**src/rtl/index_packer_if.sv**
```systemverilog
// Stream bundle for the index packer: the index input stream and the packed
// word output stream. The packer takes the slave view. The producer/consumer
// environment takes the master view.
interface index_packer_if #(
  parameter int DATA_WIDTH = 16,
  parameter int OUT_WIDTH  = 32
);
  logic [DATA_WIDTH-1:0] s_idx_tdata;
  logic                  s_idx_tvalid;
  logic                  s_idx_tready;
  logic [OUT_WIDTH-1:0]  m_pack_tdata;
  logic                  m_pack_tvalid;
  logic                  m_pack_tready;
  logic                  m_pack_tlast;

  modport slave (
    input  s_idx_tdata,
    input  s_idx_tvalid,
    output s_idx_tready,
    output m_pack_tdata,
    output m_pack_tvalid,
    input  m_pack_tready,
    output m_pack_tlast
  );

  modport master (
    output s_idx_tdata,
    output s_idx_tvalid,
    input  s_idx_tready,
    input  m_pack_tdata,
    input  m_pack_tvalid,
    output m_pack_tready,
    input  m_pack_tlast
  );
endinterface

```
**src/rtl/index_packer.sv**
```systemverilog
// Index packer: packs the low IDX_BITS of each quantizer index LSB-first into
// OUT_WIDTH-bit words. Each frame of FRAME_LEN indices starts on a word
// boundary. A partial tail word is flushed zero-padded and carries tlast.
// Indices at or above CODEBOOK_LENGTH raise a sticky range error but are still
// packed (truncated).
module index_packer #(
  parameter int DATA_WIDTH      = 16,
  parameter int CODEBOOK_LENGTH = 1000,
  parameter int IDX_BITS        = $clog2(CODEBOOK_LENGTH),
  parameter int OUT_WIDTH       = 32,
  parameter int FRAME_LEN       = 64
) (
  input  logic          clk_i,
  input  logic          rst_n_i,
  index_packer_if.slave bus,
  output logic          err_range_o
);

  // Buffer holds up to OUT_WIDTH-1 leftover bits plus one fresh index.
  localparam int BUF_W  = OUT_WIDTH + IDX_BITS;
  localparam int FILL_W = $clog2(BUF_W + 1);
  localparam int CNT_W  = (FRAME_LEN > 1) ? $clog2(FRAME_LEN) : 1;

  localparam logic [FILL_W-1:0]   OUT_FILL = FILL_W'(OUT_WIDTH);
  localparam logic [FILL_W-1:0]   IDX_FILL = FILL_W'(IDX_BITS);
  localparam logic [CNT_W-1:0]    CNT_LAST = CNT_W'(FRAME_LEN - 1);
  localparam logic [DATA_WIDTH:0] CB_LIMIT = (DATA_WIDTH + 1)'(CODEBOOK_LENGTH);

  typedef enum logic {
    ST_RUN,
    ST_FLUSH
  } state_t;

  state_t               state_p0, state_n;
  logic [BUF_W-1:0]     bit_buf_p0, bit_buf_n;
  logic [FILL_W-1:0]    fill_p0, fill_n;
  logic [CNT_W-1:0]     cnt_p0, cnt_n;
  logic [OUT_WIDTH-1:0] out_data_p1;
  logic                 out_last_p1;
  logic                 vld_p1;
  logic                 err_p0;

  logic                 out_free;
  logic                 s_ready;
  logic                 accept;
  logic [BUF_W-1:0]     merged;
  logic [FILL_W-1:0]    fill_acc;
  logic                 load;
  logic [OUT_WIDTH-1:0] load_data;
  logic                 load_last;

  // The output register can take a new word when empty or being drained now.
  assign out_free = !vld_p1 || bus.m_pack_tready;
  // Reset term keeps tready low while reset is held, independent of the clock.
  assign s_ready  = rst_n_i && (state_p0 == ST_RUN) && out_free;
  assign accept   = bus.s_idx_tvalid && s_ready;

  assign bus.s_idx_tready  = s_ready;
  assign bus.m_pack_tdata  = out_data_p1;
  assign bus.m_pack_tvalid = vld_p1;
  assign bus.m_pack_tlast  = out_last_p1;
  assign err_range_o       = err_p0;

  // Next-state: pack accepted index, emit full words, and handle the frame tail.
  always_comb begin
    state_n   = state_p0;
    bit_buf_n = bit_buf_p0;
    fill_n    = fill_p0;
    cnt_n     = cnt_p0;
    load      = 1'b0;
    load_data = '0;
    load_last = 1'b0;
    merged    = bit_buf_p0 | (BUF_W'(bus.s_idx_tdata[IDX_BITS-1:0]) << fill_p0);
    fill_acc  = fill_p0 + IDX_FILL;

    case (state_p0)
      ST_RUN: begin
        if (accept) begin
          if (fill_acc >= OUT_FILL) begin
            load      = 1'b1;
            load_data = merged[OUT_WIDTH-1:0];
            bit_buf_n = merged >> OUT_WIDTH;
            fill_n    = fill_acc - OUT_FILL;
          end else begin
            bit_buf_n = merged;
            fill_n    = fill_acc;
          end

          if (cnt_p0 == CNT_LAST) begin
            cnt_n = '0;
            // A frame ending exactly on a word boundary tags that word as last.
            // Otherwise the leftover bits go out as a padded tail word.
            if (fill_n == '0) begin
              load_last = 1'b1;
            end else begin
              state_n = ST_FLUSH;
            end
          end else begin
            cnt_n = cnt_p0 + CNT_W'(1);
          end
        end
      end

      ST_FLUSH: begin
        // Bits above fill are always zero, so the low word is already padded.
        if (out_free) begin
          load      = 1'b1;
          load_data = bit_buf_p0[OUT_WIDTH-1:0];
          load_last = 1'b1;
          bit_buf_n = '0;
          fill_n    = '0;
          state_n   = ST_RUN;
        end
      end

      default: state_n = ST_RUN;
    endcase
  end

  // FSM state register.
  always_ff @(posedge clk_i or negedge rst_n_i) begin
    if (!rst_n_i) begin
      state_p0 <= ST_RUN;
    end else begin
      state_p0 <= state_n;
    end
  end

  // Bit buffer, fill level and frame index counter.
  always_ff @(posedge clk_i or negedge rst_n_i) begin
    if (!rst_n_i) begin
      bit_buf_p0 <= '0;
      fill_p0    <= '0;
      cnt_p0     <= '0;
    end else begin
      bit_buf_p0 <= bit_buf_n;
      fill_p0    <= fill_n;
      cnt_p0     <= cnt_n;
    end
  end

  // Output word register: load replaces, drain clears valid, stall holds.
  always_ff @(posedge clk_i or negedge rst_n_i) begin
    if (!rst_n_i) begin
      vld_p1      <= 1'b0;
      out_data_p1 <= '0;
      out_last_p1 <= 1'b0;
    end else if (load) begin
      vld_p1      <= 1'b1;
      out_data_p1 <= load_data;
      out_last_p1 <= load_last;
    end else if (bus.m_pack_tready) begin
      vld_p1      <= 1'b0;
    end
  end

  // Sticky out-of-codebook flag, checked on the full input word.
  always_ff @(posedge clk_i or negedge rst_n_i) begin
    if (!rst_n_i) begin
      err_p0 <= 1'b0;
    end else if (accept && ({1'b0, bus.s_idx_tdata} >= CB_LIMIT)) begin
      err_p0 <= 1'b1;
    end
  end

endmodule

```
**src/flat_wrapper.sv**
```systemverilog
// flat-port wrapper written by rule: the top's interface ports become plain ports
module index_packer_flat 
#(
  parameter int DATA_WIDTH      = 16,
  parameter int CODEBOOK_LENGTH = 1000,
  parameter int IDX_BITS        = $clog2(CODEBOOK_LENGTH),
  parameter int OUT_WIDTH       = 32,
  parameter int FRAME_LEN       = 64
)
  (clk_i, rst_n_i, err_range_o, bus_s_idx_tdata, bus_s_idx_tvalid, bus_s_idx_tready, bus_m_pack_tdata, bus_m_pack_tvalid, bus_m_pack_tready, bus_m_pack_tlast);
  index_packer_if #(.DATA_WIDTH(DATA_WIDTH), .OUT_WIDTH(OUT_WIDTH)) bus_i ();
  input  logic clk_i;
  input  logic rst_n_i;
  output logic err_range_o;
  input wire logic [$bits(bus_i.s_idx_tdata)-1:0] bus_s_idx_tdata;
  input wire logic [$bits(bus_i.s_idx_tvalid)-1:0] bus_s_idx_tvalid;
  output wire logic [$bits(bus_i.s_idx_tready)-1:0] bus_s_idx_tready;
  output wire logic [$bits(bus_i.m_pack_tdata)-1:0] bus_m_pack_tdata;
  output wire logic [$bits(bus_i.m_pack_tvalid)-1:0] bus_m_pack_tvalid;
  input wire logic [$bits(bus_i.m_pack_tready)-1:0] bus_m_pack_tready;
  output wire logic [$bits(bus_i.m_pack_tlast)-1:0] bus_m_pack_tlast;
  assign bus_i.s_idx_tdata = bus_s_idx_tdata;
  assign bus_i.s_idx_tvalid = bus_s_idx_tvalid;
  assign bus_s_idx_tready = bus_i.s_idx_tready;
  assign bus_m_pack_tdata = bus_i.m_pack_tdata;
  assign bus_m_pack_tvalid = bus_i.m_pack_tvalid;
  assign bus_i.m_pack_tready = bus_m_pack_tready;
  assign bus_m_pack_tlast = bus_i.m_pack_tlast;
  index_packer #(.DATA_WIDTH(DATA_WIDTH), .CODEBOOK_LENGTH(CODEBOOK_LENGTH), .IDX_BITS(IDX_BITS), .OUT_WIDTH(OUT_WIDTH), .FRAME_LEN(FRAME_LEN)) u_core (.clk_i(clk_i), .rst_n_i(rst_n_i), .bus(bus_i), .err_range_o(err_range_o));
endmodule
```
**config.mk**
```make
export PLATFORM = sky130hd
export DESIGN_NAME = index_packer_flat
export DESIGN_NICKNAME = d
export VERILOG_FILES = /design/src/rtl/index_packer_if.sv /design/src/rtl/index_packer.sv /design/src/flat_wrapper.sv
export SDC_FILE = /design/constraint.sdc
export NUM_CORES = 1
export LEC_CHECK = 0
export ABC_AREA = 1
export CELL_PAD_IN_SITES_DETAIL_PLACEMENT = 0
export CELL_PAD_IN_SITES_GLOBAL_PLACEMENT = 1
export CORE_UTILIZATION = 41
export CTS_CLUSTER_DIAMETER = 100
export DETAILED_ROUTE_END_ITERATION = 12
export GPL_ROUTABILITY_DRIVEN = 0
export PLACE_DENSITY = 0.8
export SETUP_SLACK_MARGIN = 0.5
export SYNTH_ARGS = -nofsm -noshare
export SYNTH_HDL_FRONTEND = slang
export SYNTH_SLANG_ARGS = --single-unit
```
**constraint.sdc**
```tcl
create_clock -name clk_i -period 2.18 [get_ports clk_i]
set_clock_uncertainty 0.1 [all_clocks]
set_input_delay 0.218 -clock clk_i [delete_from_list [all_inputs] [get_ports clk_i]]
set_output_delay 0.218 -clock clk_i [all_outputs]
set_load 0.005 [all_outputs]
```
Word level (Yosys, flattened, before mapping)
Cells that the tools add are included.
{"block": "word_totals", "register_bits": 90, "in_bits": 20, "out_inout_bits": 36, "elab_cells": 59}
{"block": "op_classes", "add_sub_neg": 3, "order_cmp": 2, "n_eq_ne": 3, "shifts": 1, "mux": 30, "bitwise_logic": 2, "n_reduce_logical": 10}
{"operator": "$mux 42", "count": 3}
{"operator": "$mux 32", "count": 3}
{"operator": "$pmux 42 s2", "count": 1}
{"operator": "$pmux 32 s2", "count": 1}
{"operator": "$or 42x42->42", "count": 1}
{"operator": "$shl 10x6->42", "count": 1}
{"operator": "$mux 6", "count": 6}
{"operator": "$ge 16x10->1 const B", "count": 1}
{"operator": "$mux 1", "count": 12}
{"operator": "$pmux 6 s2", "count": 1}
{"operator": "$add 6x1->6 const B", "count": 1}
{"operator": "$add 6x4->6 const B", "count": 1}
{"operator": "$eq 6x6->1 const B", "count": 1}
{"operator": "$ge 6x6->1 const B", "count": 1}
{"operator": "$logic_not 6->1", "count": 1}
{"operator": "$pmux 1 s2", "count": 3}
{"operator": "$sub 6x6->6 const B", "count": 1}
{"operator": "$logic_and 1x1->1", "count": 4}
{"operator": "$reduce_and 2->1", "count": 2}
{"operator": "$ne 2x1->1 const B", "count": 1}
{"operator": "$ne 2x2->1 const B", "count": 1}
{"operator": "$reduce_bool 2->1", "count": 1}
{"operator": "$logic_not 1->1", "count": 1}
{"operator": "$logic_or 1x1->1", "count": 1}
{"operator": "$not 1->1", "count": 1}

Depth between registers and ports, before layout
{"block": "logic_depth", "depth_word": 11, "ltp_mapped": 10, "mapped_depth_nobuf": 9}

Worst setup path before layout
OpenSTA, ideal clock, no wires.
{"block": "synth_path", "path_kind": "register to register", "from": "register u_core.fill_p0[1]", "to": "register u_core.bit_buf_p0[5]", "setup_time_ns": 0.068, "t_arrival_ns": 1.521, "required_time_ns": 2.012, "setup_slack_ns": 0.491, "stages_incl_launch_ff": 9, "path_buffers": 1, "period_less_slack_ns": 1.689, "cell_sequence": "dfrtp_1 > ha_1 > o21ai_2 > xor2_2 > nand2_2 > inv_2 > buf_2 > nand2_1 > nand3_1"}
{"block": "synth_between", "elab_chain_cells": 5, "elab_cells_between_ends": 7, "cone_classes": "1 x add/sub; 1 x order compare; 1 x shift; 3 x mux; 1 x bitwise"}
{"element": "start, declared", "line": "index_packer.sv:36", "rtl": "logic [FILL_W-1:0] fill_p0, fill_n;"}
{"element": "start signal, assigned", "line": "index_packer.sv:137", "rtl": "fill_p0 <= fill_n;"}
{"element": "$add 6x4->6 / $shl 10x6->42 (equally long branches)", "line": "index_packer.sv:74, index_packer.sv:73"}
{"element": "$ge 6x6->1 / $or 42x42->42 (equally long branches)", "line": "index_packer.sv:79, index_packer.sv:73"}
{"element": "$mux 42 *", "line": "index_packer.sv:79", "rtl": "if (fill_acc >= OUT_FILL) begin"}
{"element": "$mux 42 *", "line": "index_packer.sv:78", "rtl": "if (accept) begin"}
{"element": "$pmux 42 s2 *", "line": "index_packer.sv:76", "rtl": "case (state_p0)"}
{"element": "end signal, assigned", "line": "index_packer.sv:136", "rtl": "bit_buf_p0 <= bit_buf_n;"}
{"element": "end, declared", "line": "index_packer.sv:35", "rtl": "logic [BUF_W-1:0] bit_buf_p0, bit_buf_n;"}
Mark *: on every way between the ends. The rest lies on a longest branch, timed or not. The select of a mux whose other input is x is not followed.
A chain may end at the register's enable or synchronous reset.

Final worst setup path
{"block": "layout_path", "from": "register u_core.fill_p0[1]", "to": "register u_core.out_data_p1[31], in the netlist u_core.bus.m_pack_tdata[31]"}
{"block": "layout_between", "elab_chain_cells": 5, "elab_cells_between_ends": 10, "cone_classes": "1 x add/sub; 1 x order compare; 1 x shift; 6 x mux; 1 x bitwise"}
{"element": "$add 6x4->6 / $shl 10x6->42 (equally long branches)", "line": "index_packer.sv:74, index_packer.sv:73"}
{"element": "$ge 6x6->1 / $or 42x42->42 (equally long branches)", "line": "index_packer.sv:79, index_packer.sv:73"}
{"element": "$mux 32 / $mux 1 (equally long branches)", "line": "index_packer.sv:79"}
{"element": "$mux 32 / $mux 1 (equally long branches)", "line": "index_packer.sv:78"}
{"element": "$pmux 32 s2 / $pmux 1 s2 (equally long branches)", "line": "index_packer.sv:76"}
{"element": "end signal, assigned", "line": "index_packer.sv:150", "rtl": "out_data_p1 <= load_data;"}
{"element": "end, declared", "line": "index_packer.sv:38", "rtl": "logic [OUT_WIDTH-1:0] out_data_p1;"}
Parallel ways exist; a longest one is shown, timed or not.

==> reports/qor.csv <==
stage;metric;value;unit
route;Via Count;4766;
global_routing;met3 global-route usage;3.787;%
cts;CTS tree;yes;
critical_path;CP Capture Type;flip-flop;
critical_path;R2R setup slack;0.33;ns
run_status;status;finished clean;
final_layout;area occupied by multi-input gates;2673;µm²
power;Power Dens Cells;1218;nW/µm²
timing;max frequency;541.7;MHz
yosys;Synth cell types;35;
global_routing;met1 GRT Util;32.47;%
timing;Rel. slew slack;61.05;%
yosys;Synth Area per Inst;7.302;µm²
placed_design;dpl hpwl;9.163;mm
power;Leakage Power;3.381;nW
placed_design;Port Buffers;55;
final_layout;nets;766;
critical_path;end of the critical path;u_core.bus.m_pack_tdata[31];
timing;setup tns final;0;ns
yosys;Mapped Nets;682;
critical_path;kind of critical path;reg -> reg;
cts;Root Buffer Master;clkbuf_16;
yosys;synthesized instance count;660;
timing;final hold vios;0;
critical_path;WP data arrival;1.98;ns
critical_path;CP Cell Sequence;ha_4 -> o21ai_4 -> xor2_4 -> nor2_4 -> buf_12 -> clkbuf_16 -> o21ai_2 -> nand2_1;
route;Via density;5.349;
cts;Clock H-tree levels;3;
critical_path;critical register-to-register path startpoint;u_core.fill_p0[1];
cts;CTS max path bufs;2;
cts;Reg clk slew, reported paths;0.06;ns
cts;Clock Sink Count;89;
global_routing;largest net degree at the start of global routing;82;
die;Vert. Die Dim;110.4;µm
yosys;cell area after synthesis;4820;µm²
critical_path;R2R Path End;u_core.bus.m_pack_tdata[31];
route;DRT iter0 DRCs;278;
final_layout;Reg area;2230;µm²
route;Antenna Nets Post-Route;0;
timing;minimum clock period;1.846;ns
die;core area;11420;µm²
timing;RSZ-0062 raised after global routing;true;
cts;total CTS buffers;9;
final_layout;layout cell share with drive strength beyond 1;24.60;%
final_layout;most frequent cells in the layout;nand2_1, dfrtp_1, inv_1;
global_routing;global-route wire length before repair;23.54;mm
critical_path;Buf/Inv on CP;2;
global_routing;Total Routing Usage GR;24.61;%
die;die area;12190;µm²
route;Post-Route WL;15.20;mm
critical_path;CP Launch Type;flip-flop;
min_path;Min-Delay Path Class;in -> reg;
global_routing;initial antenna violation count;0;
route;first-pass detailed-route iteration total;5;
critical_path;FF-to-FF path depth;8;
yosys;register area share after synthesis;46.21;%
min_path;worst hold stages;3;
critical_path;Critical Path Start;u_core.fill_p0[1];
critical_path;CP max-delay cell;dfrtp_2;
yosys;Post-synth EDFFs;0;
route;final routed DRC violation total;0;
final_layout;fin area;6930;µm²
die;Ports;56;
power;Worst VDD drop;0.5976;mV
final_layout;number of fill cells;1027;
global_routing;grt total ovfl;0;
global_routing;number of global-route vias before repair;4613;
critical_path;crit-path max cell delay;0.45;ns
die;Placement Rows;39;
final_layout;Area growth syn-to-layout;43.80;%
placed_design;Post-Place Setup Slack;0.05990;ns
cts;worst skew pair latency;0.35;ns
critical_path;maximum fanout along the worst path;9;
route;WL/cell;17.05;µm
placed_design;Area after DPL;5568;µm²
timing;final period utilization;84.68;%
critical_path;CP top delay family;flip-flops;
final_layout;commonest non-fill, non-tap cell in the layout;nand2_1;
final_layout;# diodes;0;
global_routing;GR peak layer;met2;
global_routing;met2 usage;39.50;%
timing;Pins Over Slew Limit;0;
die;initial core utilization;42.21;%
yosys;post-synthesis register bit count;89;
yosys;ys flop type;dfrtp_1;
yosys;Yosys warnings;0;
job;Max Cap Viol;0;
die;floorplan die width;110.4;µm
final_layout;Final Util;60.69;%
timing;Worst Tran Pin Value;0.5824;ns
critical_path;Data required, critical path;2.32;ns
yosys;Async SR Flop Fraction;100.0;%
timing;final worst slack;0.3339;ns
critical_path;Crit. path cell count;8;
timing;Final Setup Violations;0;
==> cell type report <==
type	instances	area share (%)
clock inverter	3	0.5777
inverter	70	4.188
sequential	89	32.17
multi-input combinational	468	38.56
tap	143	2.582
clock buffer	12	3.701
timing repair inverter	1	0.1264
timing repair buffer	105	18.09
==> kinds of logic (layout without fill, tap and decap cells) <==
logic type	count (synthesis)	after routing	synth area share [%]
compound gates	96	96	10.93
xor+xnor	6	6	1.246
fa+ha+maj	2	2	0.5191
buf+inv	103	191	9.216
flops	89	89	46.21
simple gates	364	364	31.88
==> timing repair <==
item / 4_1_cts / 5_1_grt
buffers inserted: 12 / 3
gates cloned: 3 / 10
endpoints found under the setup margin: 77 / 78
hold endpoints to repair: 89 / 0
hold buffers: 1 / 0
resized for setup: 66 / 128
pin swaps: 14 / 32
==> synth_stat cells, types with 2 or more instances <==
| cell type | n | share of area, % |
|---|---|---|
| dfrtp_1 | 89 | 46 |
| buf_2 | 19 | 2.0 |
| buf_4 | 7 | 1.1 |
| a21oi_1 | 30 | 3.1 |
| ha_1 | 2 | 0.52 |
| nor3_1 | 4 | 0.42 |
| o21a_1 | 4 | 0.62 |
| xnor2_1 | 2 | 0.36 |
| nand2_1 | 233 | 18 |
| xor2_1 | 3 | 0.55 |
| nand3b_1 | 4 | 0.62 |
| inv_2 | 4 | 0.31 |
| nor2_1 | 33 | 2.6 |
| nand2_2 | 2 | 0.26 |
| clkbuf_1 | 4 | 0.31 |
| o22ai_1 | 3 | 0.39 |
| nand3_1 | 73 | 7.6 |
| o21ai_0 | 47 | 4.9 |
| a22oi_1 | 2 | 0.31 |
| nand4_1 | 9 | 1.2 |
| buf_1 | 2 | 0.16 |
| nor2_2 | 2 | 0.26 |
| inv_1 | 66 | 5.1 |
| o211ai_1 | 3 | 0.47 |
| a22o_1 | 3 | 0.55 |
==> flip-flops by register name, indices dropped and copies added (netlist names) <==
signal / flops
u_core.bit_buf_p0: 42
u_core.bus.m_pack_tdata: 32
u_core.cnt_p0: 6
u_core.fill_p0: 5
u_core.bus.m_pack_tlast: 1
u_core.bus.m_pack_tvalid: 1
u_core.err_range_o: 1
u_core.state_p0: 1
==> how the worst min path moves through the flow <==
stage	from	to	slack [ns]
floorplan	rst_n_i	u_core.bit_buf_p0[0]	-0.18
global placement	rst_n_i	u_core.cnt_p0[3]	-0.02
detailed placement	rst_n_i	u_core.cnt_p0[3]	-0.02
CTS	rst_n_i	u_core.fill_p0[2]	0.25
global route	rst_n_i	u_core.fill_p0[2]	0.23
finish	rst_n_i	u_core.fill_p0[2]	0.20
==> per-layer routing <==
metal | part of all wire (%) | vias to the layer above
met3 | 4.9 | 34
li1 | - | 2294
met5 | 0 | -
met4 | 2.7 | 0
met1 | 45 | 2284
met2 | 48 | 154
==> worst reg2reg max path: stages (launching register included) <==
cell and delay, ns:
dfrtp_2 0.45, ha_4 0.19, o21ai_4 0.17, xor2_4 0.21, nor2_4 0.08, buf_12 0.17, clkbuf_16 0.18, o21ai_2 0.12
nand2_1 0.06
==> metrics by stage <==
| stage | instances | hold WS (ns) | power, mW |
|---|---|---|---|
| floorplan | 660 | -0.1776 | 4.556 |
| global placement | 847 | -0.02305 | 5.742 |
| detailed placement | 847 | -0.02083 | 5.802 |
| CTS | 878 | 0.2477 | 7.770 |
| global route | 891 | 0.2259 | 9.002 |
| finish | 891 | 0.2047 | 8.443 |
==> report_power, final <==
part	total [mW]	leakage [nW]	internal (mW)	switching (mW)
sequential	2.63	1.17	2.21	0.424
combinational	4.23	2.07	1.88	2.36
clock	1.57	0.148	0.941	0.633
total	8.44	3.38	5.03	3.42
Note: power is estimated with default switching activity, not from simulation.
